**config.mk**
```make
export PLATFORM = sky130hd
export DESIGN_NAME = riscv_cache_hit
export DESIGN_NICKNAME = d
export VERILOG_FILES = /design/src/rtl/biu_constants_pkg.sv /design/src/rtl/riscv_cache_pkg.sv /design/src/rtl/riscv_cache_fill_buffer.sv /design/src/rtl/riscv_cache_hit.sv
export SDC_FILE = /design/constraint.sdc
export NUM_CORES = 1
export LEC_CHECK = 0
export CAP_MARGIN = 25
export CORE_AREA = 5 5 268 270
export CTS_CLUSTER_DIAMETER = 60
export DETAILED_ROUTE_END_ITERATION = 8
export DIE_AREA = 0 0 273 275
export GPL_ROUTABILITY_DRIVEN = 0
export SLEW_MARGIN = 30
export SYNTH_ARGS = -nofsm -noshare
export SYNTH_HDL_FRONTEND = slang
export SYNTH_SLANG_ARGS = --single-unit
```
**constraint.sdc**
```tcl
create_clock -name clk_i -period 8.7 [get_ports clk_i]
set_input_delay 1.305 -clock clk_i [delete_from_list [all_inputs] [get_ports clk_i]]
set_output_delay 1.305 -clock clk_i [all_outputs]
set_load 0.05 [all_outputs]
```
**src/rtl/biu_constants_pkg.sv**
```systemverilog
// Bus interface unit encodings shared by the cache stages: transfer size,
// burst type (including the wrapping burst lengths) and protection bits.
package biu_constants_pkg;

  typedef enum logic [2:0] {
    BYTE  = 3'b000,
    HWORD = 3'b001,
    WORD  = 3'b010,
    DWORD = 3'b011,
    QWORD = 3'b100
  } biu_size_t;

  typedef enum logic [3:0] {
    SINGLE = 4'd0,
    INCR   = 4'd1,
    WRAP4  = 4'd2,
    INCR4  = 4'd3,
    WRAP8  = 4'd4,
    INCR8  = 4'd5,
    WRAP16 = 4'd6,
    INCR16 = 4'd7,
    WRAP2  = 4'd8
  } biu_type_t;

  typedef logic [2:0] biu_prot_t;

  localparam biu_prot_t PROT_DATA       = 3'b000;
  localparam biu_prot_t PROT_PRIVILEGED = 3'b001;
  localparam biu_prot_t PROT_NONSECURE  = 3'b010;
  localparam biu_prot_t PROT_INSTR      = 3'b100;

  // Wrapping burst type that covers exactly one cacheline of 'beats' words
  function automatic biu_type_t biu_wrap_type(input int beats);
    case (beats)
      2:       return WRAP2;
      4:       return WRAP4;
      8:       return WRAP8;
      16:      return WRAP16;
      default: return SINGLE;
    endcase
  endfunction

endpackage

```
**src/rtl/riscv_cache_pkg.sv**
```systemverilog
// Cache hit-stage state encoding and cacheline geometry helpers.
package riscv_cache_pkg;

  typedef enum logic [1:0] {
    ST_ARMED   = 2'd0,
    ST_FILL    = 2'd1,
    ST_SINGLE  = 2'd2,
    ST_RECOVER = 2'd3
  } cache_state_t;

  // Number of data words per cacheline
  function automatic int cache_beats(input int blk_bits, input int xlen);
    return blk_bits / xlen;
  endfunction

  // Byte-offset width of a data word
  function automatic int word_off_w(input int xlen);
    return $clog2(xlen / 8);
  endfunction

  // Byte-offset width of a cacheline
  function automatic int blk_off_w(input int blk_bits);
    return $clog2(blk_bits / 8);
  endfunction

endpackage

```
**src/rtl/riscv_cache_fill_buffer.sv**
```systemverilog
// Line-fill buffer: counts incoming beats, places each beat at its wrapped
// word position starting from the critical word, and flags the last beat.
module riscv_cache_fill_buffer #(
  parameter int XLEN  = 32,
  parameter int BEATS = 8,
  parameter int IDX_W = 3
) (
  input  logic                    clk_i,
  input  logic                    rst_ni,
  input  logic                    clr_i,
  input  logic                    we_i,
  input  logic [IDX_W-1:0]        start_i,
  input  logic [XLEN-1:0]         data_i,
  output logic [BEATS*XLEN-1:0]   line_o,
  output logic [XLEN-1:0]         word_o,
  output logic                    last_o
);

  logic [IDX_W-1:0] cnt_q;
  logic [IDX_W-1:0] wr_idx;
  logic [XLEN-1:0]  line_q [BEATS];

  // Wrap index: the counter width equals log2(BEATS), so the sum wraps mod BEATS
  assign wr_idx = start_i + cnt_q;
  assign last_o = (cnt_q == IDX_W'(BEATS - 1));
  assign word_o = line_q[start_i];

  // Beat counter, restarted at the beginning of every burst
  always_ff @(posedge clk_i or negedge rst_ni) begin
    if (!rst_ni)    cnt_q <= '0;
    else if (clr_i) cnt_q <= '0;
    else if (we_i)  cnt_q <= cnt_q + 1'b1;
  end

  // Line assembly: each data beat lands in its wrapped slot
  always_ff @(posedge clk_i or negedge rst_ni) begin
    if (!rst_ni) begin
      for (int i = 0; i < BEATS; i++) line_q[i] <= '0;
    end else if (we_i) begin
      line_q[wr_idx] <= data_i;
    end
  end

  // Flatten the buffer into the cacheline written back to memory
  always_comb begin
    line_o = '0;
    for (int i = 0; i < BEATS; i++) line_o[i*XLEN +: XLEN] = line_q[i];
  end

endmodule

```
**src/rtl/riscv_cache_hit.sv**
```systemverilog
// Cache hit stage: returns hit data directly, otherwise runs a critical-word-
// first wrapping line fill (or a single uncached read) on the BIU.
// Optional hit/miss counters are built when RV_CACHE_PERF_CNT_EN is defined.
module riscv_cache_hit
  import riscv_cache_pkg::*;
  import biu_constants_pkg::*;
#(
  parameter int XLEN     = 32,
  parameter int PLEN     = XLEN,
  parameter int BLK_BITS = 256
) (
  input  logic                clk_i,
  input  logic                rst_ni,
  input  logic                flush_i,
  input  logic                req_i,
  input  logic [PLEN-1:0]     adr_i,
  input  biu_size_t           size_i,
  input  logic                lock_i,
  input  biu_prot_t           prot_i,
  input  logic                is_cacheable_i,
  input  logic                is_misaligned_i,
  input  logic                hit_i,
  input  logic [BLK_BITS-1:0] line_i,
  output logic                stall_o,
  output logic                ack_o,
  output logic [XLEN-1:0]     q_o,
  output logic                err_o,
  output logic                biu_stb_o,
  input  logic                biu_stb_ack_i,
  input  logic                biu_d_ack_i,
  output logic [PLEN-1:0]     biu_adri_o,
  output biu_size_t           biu_size_o,
  output biu_type_t           biu_type_o,
  output logic                biu_lock_o,
  output biu_prot_t           biu_prot_o,
  input  logic [XLEN-1:0]     biu_q_i,
  input  logic                biu_err_i,
`ifdef RV_CACHE_PERF_CNT_EN
  output logic [31:0]         hit_cnt_o,
  output logic [31:0]         miss_cnt_o,
`endif
  output logic                fill_we_o,
  output logic [PLEN-1:0]     fill_adr_o,
  output logic [BLK_BITS-1:0] fill_line_o
);

  localparam int        BEATS     = cache_beats(BLK_BITS, XLEN);
  localparam int        WOFF      = word_off_w(XLEN);
  localparam int        BOFF      = blk_off_w(BLK_BITS);
  localparam int        IDX_W     = BOFF - WOFF;
  localparam biu_type_t WRAP_TYPE = biu_wrap_type(BEATS);

  cache_state_t     state_q;
  logic             err_q, flushed_q, fill_we_q;
  logic [IDX_W-1:0] start_q;
  logic             biu_stb_q, biu_lock_q;
  logic [PLEN-1:0]  biu_adri_q, fill_adr_q;
  biu_size_t        biu_size_q;
  biu_type_t        biu_type_q;
  biu_prot_t        biu_prot_q;

  logic             req_ok, hit_ack, miss_go, single_go, beat_we, last_beat;
  logic [XLEN-1:0]  hit_word, buf_word;

  assign req_ok    = (state_q == ST_ARMED) && req_i && !flush_i && !is_misaligned_i;
  assign hit_ack   = req_ok && is_cacheable_i && hit_i;
  assign miss_go   = req_ok && is_cacheable_i && !hit_i;
  assign single_go = req_ok && !is_cacheable_i;
  assign beat_we   = ((state_q == ST_FILL) || (state_q == ST_SINGLE)) && biu_d_ack_i;

  riscv_cache_fill_buffer #(
    .XLEN  (XLEN),
    .BEATS (BEATS),
    .IDX_W (IDX_W)
  ) u_fill_buffer (
    .clk_i   (clk_i),
    .rst_ni  (rst_ni),
    .clr_i   (miss_go | single_go),
    .we_i    (beat_we),
    .start_i (start_q),
    .data_i  (biu_q_i),
    .line_o  (fill_line_o),
    .word_o  (buf_word),
    .last_o  (last_beat)
  );

  // Select the addressed word out of the cacheline read on a hit
  always_comb begin
    hit_word = '0;
    for (int i = 0; i < BEATS; i++)
      if (adr_i[BOFF-1:WOFF] == IDX_W'(i)) hit_word = line_i[i*XLEN +: XLEN];
  end

  // Response path: same-cycle hit data, or buffered data in the recover cycle
  always_comb begin
    ack_o = 1'b0;
    err_o = 1'b0;
    q_o   = '0;
    if (hit_ack) begin
      ack_o = 1'b1;
      q_o   = hit_word;
    end else if (state_q == ST_RECOVER) begin
      ack_o = !err_q && !flushed_q;
      err_o = err_q && !flushed_q;
      q_o   = buf_word;
    end
  end

  assign stall_o = miss_go || single_go || (state_q == ST_FILL) || (state_q == ST_SINGLE);

  // Control FSM with registered BIU request and line write-back outputs
  always_ff @(posedge clk_i or negedge rst_ni) begin
    if (!rst_ni) begin
      state_q    <= ST_ARMED;
      err_q      <= 1'b0;
      flushed_q  <= 1'b0;
      fill_we_q  <= 1'b0;
      fill_adr_q <= '0;
      start_q    <= '0;
      biu_stb_q  <= 1'b0;
      biu_adri_q <= '0;
      biu_size_q <= BYTE;
      biu_type_q <= SINGLE;
      biu_lock_q <= 1'b0;
      biu_prot_q <= '0;
    end else begin
      fill_we_q <= 1'b0;
      // The request strobe drops in the cycle after the BIU accepts it
      if (biu_stb_q && biu_stb_ack_i) biu_stb_q <= 1'b0;
      case (state_q)
        ST_ARMED: begin
          if (miss_go || single_go) begin
            state_q    <= miss_go ? ST_FILL : ST_SINGLE;
            biu_stb_q  <= 1'b1;
            biu_adri_q <= miss_go ? {adr_i[PLEN-1:WOFF], {WOFF{1'b0}}} : adr_i;
            biu_type_q <= miss_go ? WRAP_TYPE : SINGLE;
            biu_size_q <= miss_go ? WORD : size_i;
            biu_lock_q <= lock_i;
            biu_prot_q <= prot_i;
            start_q    <= adr_i[BOFF-1:WOFF];
            err_q      <= 1'b0;
            flushed_q  <= 1'b0;
          end
        end
        ST_FILL: begin
          if (flush_i) flushed_q <= 1'b1;
          if (biu_d_ack_i) begin
            if (biu_err_i) err_q <= 1'b1;
            if (last_beat) begin
              fill_we_q  <= !(err_q || biu_err_i);
              fill_adr_q <= {biu_adri_q[PLEN-1:BOFF], {BOFF{1'b0}}};
              state_q    <= ST_RECOVER;
            end
          end
        end
        ST_SINGLE: begin
          if (flush_i) flushed_q <= 1'b1;
          if (biu_d_ack_i) begin
            err_q   <= biu_err_i;
            state_q <= ST_RECOVER;
          end
        end
        ST_RECOVER: begin
          err_q     <= 1'b0;
          flushed_q <= 1'b0;
          state_q   <= ST_ARMED;
        end
        default: state_q <= ST_ARMED;
      endcase
    end
  end

  assign biu_stb_o  = biu_stb_q;
  assign biu_adri_o = biu_adri_q;
  assign biu_size_o = biu_size_q;
  assign biu_type_o = biu_type_q;
  assign biu_lock_o = biu_lock_q;
  assign biu_prot_o = biu_prot_q;
  assign fill_we_o  = fill_we_q;
  assign fill_adr_o = fill_adr_q;

`ifdef RV_CACHE_PERF_CNT_EN
  logic [31:0] hit_cnt_q, miss_cnt_q;

  // Saturating hit and miss event counters
  always_ff @(posedge clk_i or negedge rst_ni) begin
    if (!rst_ni) begin
      hit_cnt_q  <= '0;
      miss_cnt_q <= '0;
    end else begin
      if (hit_ack && (hit_cnt_q != 32'hFFFF_FFFF))  hit_cnt_q  <= hit_cnt_q + 32'd1;
      if (miss_go && (miss_cnt_q != 32'hFFFF_FFFF)) miss_cnt_q <= miss_cnt_q + 32'd1;
    end
  end

  assign hit_cnt_o  = hit_cnt_q;
  assign miss_cnt_o = miss_cnt_q;
`endif

endmodule

```
==> results.md, run 1 <==
- Peak VDD IR: 0.0003215 V
- Hold Slack: 463.0 ps
- Clock latency on the worst-skew pair: 600 ps
- WS Path Type: input port to output port
- Primary FF master, synth: dfrtp_1
- Worst Clk Skew: 64.34 ps
- # setup viols final: 0
- Critical path's top delay family: buffers and inverters
- Req. time, crit path: 7390 ps
- Sequential share of power: 23.6%
- Crit path DAT: 5490 ps
- Min-delay worst type: flip-flop to flip-flop
- Crit path time final: 6794 ps
- Antenna violations before repair: 10
- Final Power: 12.50 mW
- EDFF count, synth: 0
- Core region area: 69300 sq um
- Warnings, synthesis: 0
- Status: finished clean
- Cts hold-fix bufs: 0
- Final Hold Fails: 0
- Iter 0 DRT Violations: 1002
- # DRC: 0
- Most frequent cells in the layout: 693 x clkdlybuf4s50_1, 329 x dfrtp_1, 277 x mux2_2, 132 x nand2_1, 66 x o21ai_0
- Post-route setup TNS: 0 ps
- Clock root cell: clkbuf_16
- Drt first pass iters: 5
- Vias in the first global route: 15170
- TritonCTS clock tree: done
- Die Ht: 275 um
- Syn avg cell area: 12.82 sq um
- Via-per-instance ratio: 4.835
- Gr ovfl total: 0
- Power share of the clock group: 15.7%
- Initial Util: 24.27%
- Synth cell types: 50
- CP Launch Type: input port
- Most common cell after layout, fill and taps aside: clkdlybuf4s50_1
- Via count: 14360
- Crit-path most repeated cell: clkdlybuf4s50_1
- Global Route Usage Sum: 20.59%
- Die Wd: 273 um
- CP Cell Sequence: clkdlybuf4s50_1 -> clkinv_2 -> a21oi_1 -> a211oi_1 -> o22ai_1 -> clkdlybuf4s50_1
- Antenna-violating nets left: 0
- RSZ-0062 raised after global routing: no
- Crit path max fanout: 54
- Seq/Total Area, Yosys: 49.40%
- Fin crit share: 78.09%
- Max Fclk: 147.2 MHz
- Sink Count: 332
- Seq cells post-synth: 332
- Ys async rst share: 100.0%
- Int Pwr: 6.250 mW
- Post-route cell area: 26500 sq um
- Cell row count: 97
- Comb power frac: 60.6%
- Relative slew slack: 38.65%
- Crit path buf inv count: 3
- # IOs: 705
- Final setup margin: 1906 ps
- CTS max path bufs: 3
- Worst-margin pin slew: 918.1 ps
- Port-buffer cells: 696
- Routed wire per std cell: 27.58 um
- Largest net degree at the start of global routing: 170
- H-Tree Level Count: 2
- Leak Pwr: 10.79 nW
- Area growth syn-to-layout: 57.57%
- Total Wirelength: 81900 um
- Nets: 2330
- Dpl ws: 2362 ps
- Post-DP HPWL: 61400 um
- Clk slew on worst S/H paths: 60 ps
- Global-route wire length before repair: 114200 um
- Dpl cells: 2875
- Cells after Synth: 1312
- Critical Path Sink Type: output port
- Net switching fraction of the power: 50.02%
- Post-CTS Setup Repair Bufs: 0
- Reg2reg start: start_q[1]
- Worst setup path startpoint: adr_i[4]
- Min-delay src: err_q
- DP Area: 24810 sq um
- TritonCTS buffer count: 46
- Largest stage delay, worst path: 1050 ps
- Slew Limit Fails: 0
- Worst path slowest cell: clkdlybuf4s50_1
- Die ar.: 75080 sq um
- Post-CTS sizing: 0
- Max-cap check violation count: 0
- Switching pwr: 6.254 mW
- Pwr Density: 471.8 nW/um^2
- Post-Layout Cell Count: 2969
- Final design utilization: 38.24%
- Mapped Area: 16820 sq um
- Layout cell share with drive strength beyond 1: 23.29%
-- per-layer routing --
layer | track usage, % | vias up | routed length, um | share of wire [%]
met4 | 5.562 | 2 | 1624 | 2.0
met5 | 0 | - | 12 | 0.015
met2 | 33.32 | 644 | 38670 | 47
met3 | 6.035 | 84 | 6947 | 8.5
li1 | - | 6236 | - | -
met1 | 27.11 | 7390 | 34640 | 42
-- layout make-up --
type                            count  area [sq um]
Fill cell                        6632         42800
Sequential cell                   332          8319
Multi-Input combinational cell    872          8089
Timing Repair Buffer              723          7243
Clock buffer                       62          1301
Tap cell                          940          1176
Clock inverter                     23         315.3
Inverter                           10         38.79
Antenna cell                        7         17.52
-- registers in the layout, indices dropped and copies added (netlist names) --
| signal | count |
|---|---|
| biu_prot_o | 3 |
| start_q | 2 |
| biu_size_o | 3 |
| biu_stb_o | 1 |
| biu_lock_o | 1 |
| err_q | 1 |
| fill_adr_o | 27 |
| flushed_q | 1 |
| biu_type_o | 1 |
| u_fill_buffer.cnt_q | 3 |
| fill_we_o | 1 |
| state_q | 2 |
| u_fill_buffer.line_o | 256 |
| biu_adri_o | 30 |
-- kinds of logic (layout without fill, tap and decap cells) --
logic type               after synthesis  after routing  synth area share [%]
adder cells (fa/ha/maj)                8              8                0.6398
multiplexers                         413            413                 31.46
XOR/XNOR                               4              4                0.4761
other                                  1             15               0.02230
buffers and inverters                115            818                 3.132
AO/OA/AOI/OAI                        238            238                 9.463
AND/OR/NAND/NOR                      201            201                 5.409
flip-flops                           332            332                 49.40
-- worst register-to-register path: stages, from the launching register on --
cell and delay, ps:
dfrtp_4 840, buf_4 660, inv_1 210, fa_1 540, xnor2_4 260, xnor2_4 150
nor3_4 720, buf_4 540, mux2_2 420
-- synth_stat cells (8+ instances only) --
library cell / n / area [sq um]
o211ai_1: 8 / 60.06
nor2_1: 25 / 93.84
a211oi_1: 25 / 187.7
nand2_1: 134 / 503.0
clkbuf_1: 52 / 195.2
mux2_2: 277 / 3119
inv_1: 9 / 33.78
mux2i_1: 64 / 640.6
o2bb2ai_1: 26 / 227.7
a21oi_1: 31 / 155.2
o22ai_1: 25 / 156.4
buf_4: 15 / 112.6
o21ai_0: 66 / 330.3
and3b_1: 9 / 78.83
dfrtp_1: 332 / 8308
mux4_2: 64 / 1441
a22o_1: 29 / 254.0
mux2_1: 8 / 90.09
buf_2: 31 / 155.2
-- path summary, 6_finish.rpt --
kind | end | slack, ps | depth (start not counted)
min in group asynchronous | u_fill_buffer.line_o[102] | 580 | 1
setup / recovery | q_o[25] | 1910 | 6
hold / removal | fill_we_o | 460 | 1
max in group asynchronous | u_fill_buffer.line_o[34] | 6450 | 4
setup reg to reg | u_fill_buffer.line_o[144] | 4260 | 8
hold reg to reg | fill_we_o | 460 | 1
-- power by group through the flow --
stage	Combinational [mW]	Sequential, mW	Clock, mW
after detailed placement	7.64	2.97	0
final	7.58	2.96	1.97
after floorplan	2.36	5.17	0
after global routing	7.88	3.06	2.08
after CTS	7.67	2.96	2.02
after global placement	7.61	2.93	0
No activity file was read; power rests on OpenSTA's default activity.
==> inputs of run 2 (changes only) <==
==> constraint.sdc (replaced) <==
create_clock -name clk_i -period 6.2 [get_ports clk_i]
set_input_delay 0.93 -clock clk_i [delete_from_list [all_inputs] [get_ports clk_i]]
set_output_delay 0.93 -clock clk_i [all_outputs]
set_load 0.05 [all_outputs]
==> run 2 against run 1 <==
Core utilization fell by 0.11 points. Highest routed layer unchanged. Largest power group unchanged. Largest cell class unchanged. Register-to-register slack got worse by 2600 ps. Hold slack got worse by 210 ps. Global-route usage fell by 0.21 points. First-iteration DRC count fell by 4.9%. Critical endpoint is now q_o[8]. Clock power rose by 29%. Via count barely moved. Die area did not move. Combinational power rose by 40%.
==> results.md, run 2 (synthesis gave the netlist of run 1 again) <==
- # setup viols final: 0 (unchanged)
- Post-CTS Setup Repair Bufs: 0 (unchanged)
- Max Fclk: 190.7 MHz
- Critical Path Sink Type: output port
- Final Hold Fails: 0 (unchanged)
- Relative slew slack: 38.11% (-0.54 points)
- Slew Limit Fails: 0 (unchanged)
- Leak Pwr: 10.79 nW (about the same)
- Net switching fraction of the power: 50.16% (+0.15 points)
- Fill cells: 6646 (+0.21%)
- Crit path time final: 5245 ps
- Via-per-instance ratio: 4.824 (-0.22%)
- Clock root cell: clkbuf_16
- Area growth syn-to-layout: 57.10%
- Cts hold-fix bufs: 0 (unchanged)
- Total Wirelength: 81140 um (-0.93%)
- Iter 0 DRT Violations: 953 (-4.9%)
- Clock latency on the worst-skew pair: 580 ps (-20 ps)
- # DRC: 0 (unchanged)
- Status: finished clean
- Die ar.: 75080 sq um (unchanged)
- Port-buffer cells: 696 (unchanged)
- Sequential share of power: 24.2% (+0.6 points)
- Gr ovfl total: 0 (unchanged)
- Clk slew on worst S/H paths: 60 ps (about the same)
- Dpl ws: 1069 ps (-1294 ps)
- Post-route setup TNS: 0 ps (unchanged)
- Worst Clk Skew: 23.31 ps (-41.03 ps)
- DP Area: 24890 sq um (+0.34%)
- TritonCTS buffer count: 42 (-8.7%)
- Global-route wire length before repair: 112400 um (-1.5%)
- # IOs: 705 (unchanged)
- Die Wd: 273 um (unchanged)
- Most frequent cells in the layout: 690 x clkdlybuf4s50_1, 329 x dfrtp_1, 277 x mux2_2, 132 x nand2_1, 66 x o21ai_0
- RSZ-0062 raised after global routing: no
- Drt first pass iters: 6 (+1)
- Dpl cells: 2886 (+0.38%)
- Nets: 2337 (+0.30%)
- Hold Slack: 254.8 ps (-208.2 ps)
- Peak VDD IR: 0.0004017 V (+25%)
- Die Ht: 275 um (unchanged)
- Max-cap check violation count: 0 (unchanged)
- Final Power: 17.33 mW (+39%)
- Post-DP HPWL: 61970 um (+0.93%)
- Layout cell share with drive strength beyond 1: 23.60% (+0.31 points)
- Min-delay worst type: input port to asynchronous set/reset pin
- CP Cell Sequence: clkdlybuf4s50_1 -> buf_4 -> nor3b_4 -> buf_4 -> buf_4 -> a22o_1 -> a211oi_1 -> o22ai_1 -> clkdlybuf4s50_1
- Crit path max fanout: 16 (-70%)
- Final design utilization: 38.13% (-0.11 points)
- Vias in the first global route: 15100 (-0.45%)
- Comb power frac: 61.2% (+0.6 points)
- Largest stage delay, worst path: 920 ps (-130 ps)
- Initial Util: 24.27% (unchanged)
- WS Path Type: input port to output port
- Switching pwr: 8.691 mW (+39%)
- Crit-path most repeated cell: buf_4
- Core region area: 69300 sq um (unchanged)
- Max FFs per register: 256 (unchanged)
- Power share of the clock group: 14.6% (-1.1 points)
- Final setup margin: 955.0 ps (-950.7 ps)
- Antenna-violating nets left: 0 (unchanged)
- Largest net degree at the start of global routing: 172 (+1.2%)
- Crit path buf inv count: 5 (+2)
- TritonCTS clock tree: done
- Cell row count: 97 (unchanged)
- Post-route cell area: 26420 sq um (-0.29%)
- Post-Layout Cell Count: 2974 (+0.17%)
- Pwr Density: 655.7 nW/um^2 (+39%)
- Post-CTS sizing: 0 (unchanged)
- Int Pwr: 8.635 mW (+38%)
- Global Route Usage Sum: 20.37% (-0.21 points)
- Crit path DAT: 4310 ps (-1180 ps)
- Sink Count: 332 (unchanged)
- Via count: 14350 (-0.056%)
- Worst path slowest cell: clkdlybuf4s50_1
- H-Tree Level Count: 2 (unchanged)
- Critical path's top delay family: buffers and inverters
- CTS max path bufs: 3 (unchanged)
- Req. time, crit path: 5270 ps (-2120 ps)
- Most common cell after layout, fill and taps aside: clkdlybuf4s50_1
- Antenna violations before repair: 15 (+5)
- Worst-margin pin slew: 926.2 ps (+8.084 ps)
- Routed wire per std cell: 27.28 um (-1.1%)
- CP Launch Type: input port
- Fin crit share: 84.60%
run 2: changes by cell type in the layout (fill, tap and decap cells not counted), sizes merged, moves of 2 or more:
cell           delta
clkdlybuf4s50     -3
buf              +14
clkinvlp          -4
diode             +2
clkbuf            -4
run 2: per-layer routing:
| layer | part of all wire (%) | track usage (%) | vias to the layer above |
|---|---|---|---|
| li1 | - | - | 6280 |
| met1 | 39 | 24.56 | 7308 |
| met2 | 47 | 33.42 | 632 |
| met3 | 11 | 8.887 | 120 |
| met4 | 2.6 | 5.682 | 8 |
| met5 | 0.067 | 0 | - |
run 2: worst register-to-register path: cells and delay by family (launching register included):
| kind | cells | cell delay (ps) |
|---|---|---|
| buffers and inverters | 4 | 1280 |
| flip-flops | 1 | 810 |
| AND/OR/NAND/NOR | 1 | 750 |
| adder cells (fa/ha/maj) | 2 | 670 |
| XOR/XNOR | 2 | 480 |
| multiplexers | 1 | 390 |
run 2: layout make-up:
| cell class | count | area (sq um) | share of cell area (%) |
|---|---|---|---|
| tap | 940 | 1176 | 4.451 |
| sequential | 332 | 8319 | 31.49 |
| multi-input combinational | 872 | 8089 | 30.61 |
| timing repair buffer | 734 | 7327 | 27.73 |
| antenna | 9 | 22.52 | 0.08524 |
| clock buffer | 58 | 1211 | 4.584 |
| inverter | 10 | 37.54 | 0.1421 |
| clock inverter | 19 | 240.2 | 0.9092 |
run 2: path summary, 6_finish.rpt:
check                      slack [ps]       start  cells after the start                   endpoint
max                               960    adr_i[4]                      9                     q_o[8]
min                               250      rst_ni                      1  u_fill_buffer.line_o[161]
max reg2reg                      1710  start_q[0]                     10   u_fill_buffer.line_o[97]
min reg2reg                       470       err_q                      1                  fill_we_o
max in group asynchronous        4170      rst_ni                      4  u_fill_buffer.line_o[210]
min in group clk_i                470       err_q                      1                  fill_we_o
run 2: power groups by stage:
stage | registers, mW | clock network, mW | logic [mW]
after floorplan | 7.25 | 0 | 3.31
final | 4.19 | 2.54 | 10.6
after global routing | 4.35 | 2.69 | 11.0
after global placement | 4.15 | 0 | 10.6
after CTS | 4.20 | 2.61 | 10.7
after detailed placement | 4.23 | 0 | 10.7
==> inputs of run 3 (changes only) <==
==> constraint.sdc (replaced) <==
create_clock -name clk_i -period 5.4 [get_ports clk_i]
set_input_delay 0.81 -clock clk_i [delete_from_list [all_inputs] [get_ports clk_i]]
set_output_delay 0.81 -clock clk_i [all_outputs]
set_load 0.05 [all_outputs]
==> run 3 against run 2 <==
Global-route usage is 0.10 points lower. Count of clock-buffer cells in the layout rose by 4. Cell count is essentially flat. First-iteration DRC count is 11% higher. Cell area increased by 0.21%. Routed wire length down 0.52%. Clock power up 13%. Flip-flop and latch count did not move. Critical endpoint is now q_o[1]. Largest cell class unchanged. Critical path depth is 2 lower. Sequential share of layout area decreased by 0.067 points.
==> results.md, run 3 (synthesis gave the netlist of run 1 again) <==
- Leak Pwr: 10.84 nW (+0.47%)
- Most common cell after layout, fill and taps aside: clkdlybuf4s50_1
- Relative slew slack: 39.86% (+1.8 points)
- Comb power frac: 61.5% (+0.3 points)
- Routed wire per std cell: 27.12 um (-0.58%)
- Post-route setup TNS: 0 ps (unchanged)
- Core region area: 69300 sq um (unchanged)
- Int Pwr: 9.963 mW (+15%)
- Slew Limit Fails: 0 (unchanged)
- Worst-margin pin slew: 900.8 ps (-25.43 ps)
- Antenna violations before repair: 20 (+5)
- Via-per-instance ratio: 4.824 (about the same)
- Fill cells: 6696 (+0.75%)
- Die Ht: 275 um (unchanged)
- Crit path max fanout: 16 (unchanged)
- Largest net degree at the start of global routing: 130 (-24%)
- Die Wd: 273 um (unchanged)
- Crit path time final: 4510 ps
- CTS max path bufs: 3 (unchanged)
- Hold Slack: 240.0 ps (-14.82 ps)
- Critical Path Sink Type: output port
- Max Fclk: 221.7 MHz
- Crit path DAT: 3700 ps (-610 ps)
- Global Route Usage Sum: 20.27% (-0.10 points)
- Initial Util: 24.27% (unchanged)
- Post-CTS Setup Repair Bufs: 0 (unchanged)
- Port-buffer cells: 696 (unchanged)
- Global-route wire length before repair: 112300 um (-0.12%)
- # IOs: 705 (unchanged)
- # DRC: 0 (unchanged)
- Post-CTS sizing: 0 (unchanged)
- Via count: 14360 (+0.063%)
- Req. time, crit path: 4590 ps (-680 ps)
- Layout cell share with drive strength beyond 1: 24.51% (+0.90 points)
- Min-delay worst type: input port to asynchronous set/reset pin
- # setup viols final: 0 (unchanged)
- WS Path Type: input port to output port
- Final setup margin: 890.3 ps (-64.68 ps)
- Post-DP HPWL: 61340 um (-1.0%)
- Gr ovfl total: 0 (unchanged)
- RSZ-0062 raised after global routing: no
- Dpl ws: 930.0 ps (-138.8 ps)
- Sequential share of power: 24.2% (about the same)
- Nets: 2341 (+0.17%)
- Total Wirelength: 80720 um (-0.52%)
- TritonCTS buffer count: 43 (+2.4%)
- Clk slew on worst S/H paths: 60 ps (about the same)
- Net switching fraction of the power: 49.96% (-0.21 points)
- Most frequent cells in the layout: 670 x clkdlybuf4s50_1, 329 x dfrtp_1, 277 x mux2_2, 132 x nand2_1, 66 x o21ai_0
- TritonCTS clock tree: done
- Max-cap check violation count: 0 (unchanged)
- Power share of the clock group: 14.3% (-0.3 points)
- Vias in the first global route: 15050 (-0.32%)
- Die ar.: 75080 sq um (unchanged)
- Final Power: 19.91 mW (+15%)
- Area growth syn-to-layout: 57.44%
- Clock root cell: clkbuf_16
- Cell row count: 97 (unchanged)
- Status: finished clean
- Drt first pass iters: 6 (unchanged)
- Switching pwr: 9.945 mW (+14%)
- Cts hold-fix bufs: 0 (unchanged)
- Clock latency on the worst-skew pair: 580 ps (about the same)
- Fin crit share: 83.51%
- Worst Clk Skew: 36.54 ps (+13.23 ps)
- Max FFs per register: 256 (unchanged)
- Peak VDD IR: 0.0005327 V (+33%)
- H-Tree Level Count: 2 (unchanged)
- Iter 0 DRT Violations: 1061 (+11%)
- Final Hold Fails: 0 (unchanged)
- CP Launch Type: input port
- Sink Count: 332 (unchanged)
- Antenna-violating nets left: 0 (unchanged)
- Pwr Density: 751.9 nW/um^2 (+15%)
==> run 3: cell types whose count changed in the layout (fill, tap and decap cells not counted), sizes merged <==
cell           previous run  this run
diode                     9         8
bufinv                    3         1
clkinvlp                  0         1
buf                      44        67
clkdlybuf4s50           690       670
clkinv                    9         8
clkbuf                   58        62
inv                      17        15
==> run 3: layout make-up <==
cell class	instances	area (sq um)	share of cell area, %
multi-input combinational	872	8085	30.53
antenna	8	20.02	0.07560
clock buffer	62	1247	4.711
inverter	10	37.54	0.1418
timing repair buffer	737	7397	27.94
clock inverter	15	196.4	0.7419
sequential	332	8319	31.42
tap	940	1176	4.442
==> run 3: worst max-delay path, cell delays in order <==
cell and delay (ps):
clkdlybuf4s50_1 470, nand4bb_1 490, nor2_2 460, buf_4 290, o21ai_0 120, o22ai_1 190
clkdlybuf4s50_1 840
==> run 3: layer usage <==
layer  global-route usage (%)  part of all wire (%)  vias up  wire, um
met3                    6.428                   8.2      117      6607
li1                         -                     -     6269         -
met4                    4.580                   1.9       18      1521
met5                        0                  0.16        -       128
met2                    34.00                    49      600     39240
met1                    25.79                    41     7353     33220
==> run 3: stage by stage <==
stage | util [%] | instances | cell area, sq um
floorplan | - | 1319 | 16840
global placement | 36.08 | 2890 | 25000
detailed placement | 36.10 | 2891 | 25020
CTS | 38.18 | 2968 | 26460
global route | 38.21 | 2975 | 26480
finish | 38.21 | 2976 | 26480
==> run 3: path summary, 6_finish.rpt <==
path                                             endpoint  depth (start not counted)  slack, ps       start
worst max-delay path                               q_o[1]                          7        890     flush_i
worst min-delay path            u_fill_buffer.line_o[129]                          1        240      rst_ni
worst max register to register  u_fill_buffer.line_o[194]                          8       1630  start_q[0]
worst min register to register                 biu_lock_o                          2        480  biu_lock_o
max in group asynchronous        u_fill_buffer.line_o[60]                          2       3730      rst_ni
min in group clk_i                             biu_lock_o                          2        480  biu_lock_o
==> run 3: power groups by stage <==
| stage | clock network (mW) | logic [mW] | registers (mW) |
|---|---|---|---|
| after floorplan | 0 | 3.80 | 8.33 |
| after global placement | 0 | 12.3 | 4.78 |
| after detailed placement | 0 | 12.4 | 4.84 |
| after CTS | 2.94 | 12.4 | 4.82 |
| after global routing | 3.04 | 12.7 | 4.98 |
| final | 2.86 | 12.2 | 4.81 |
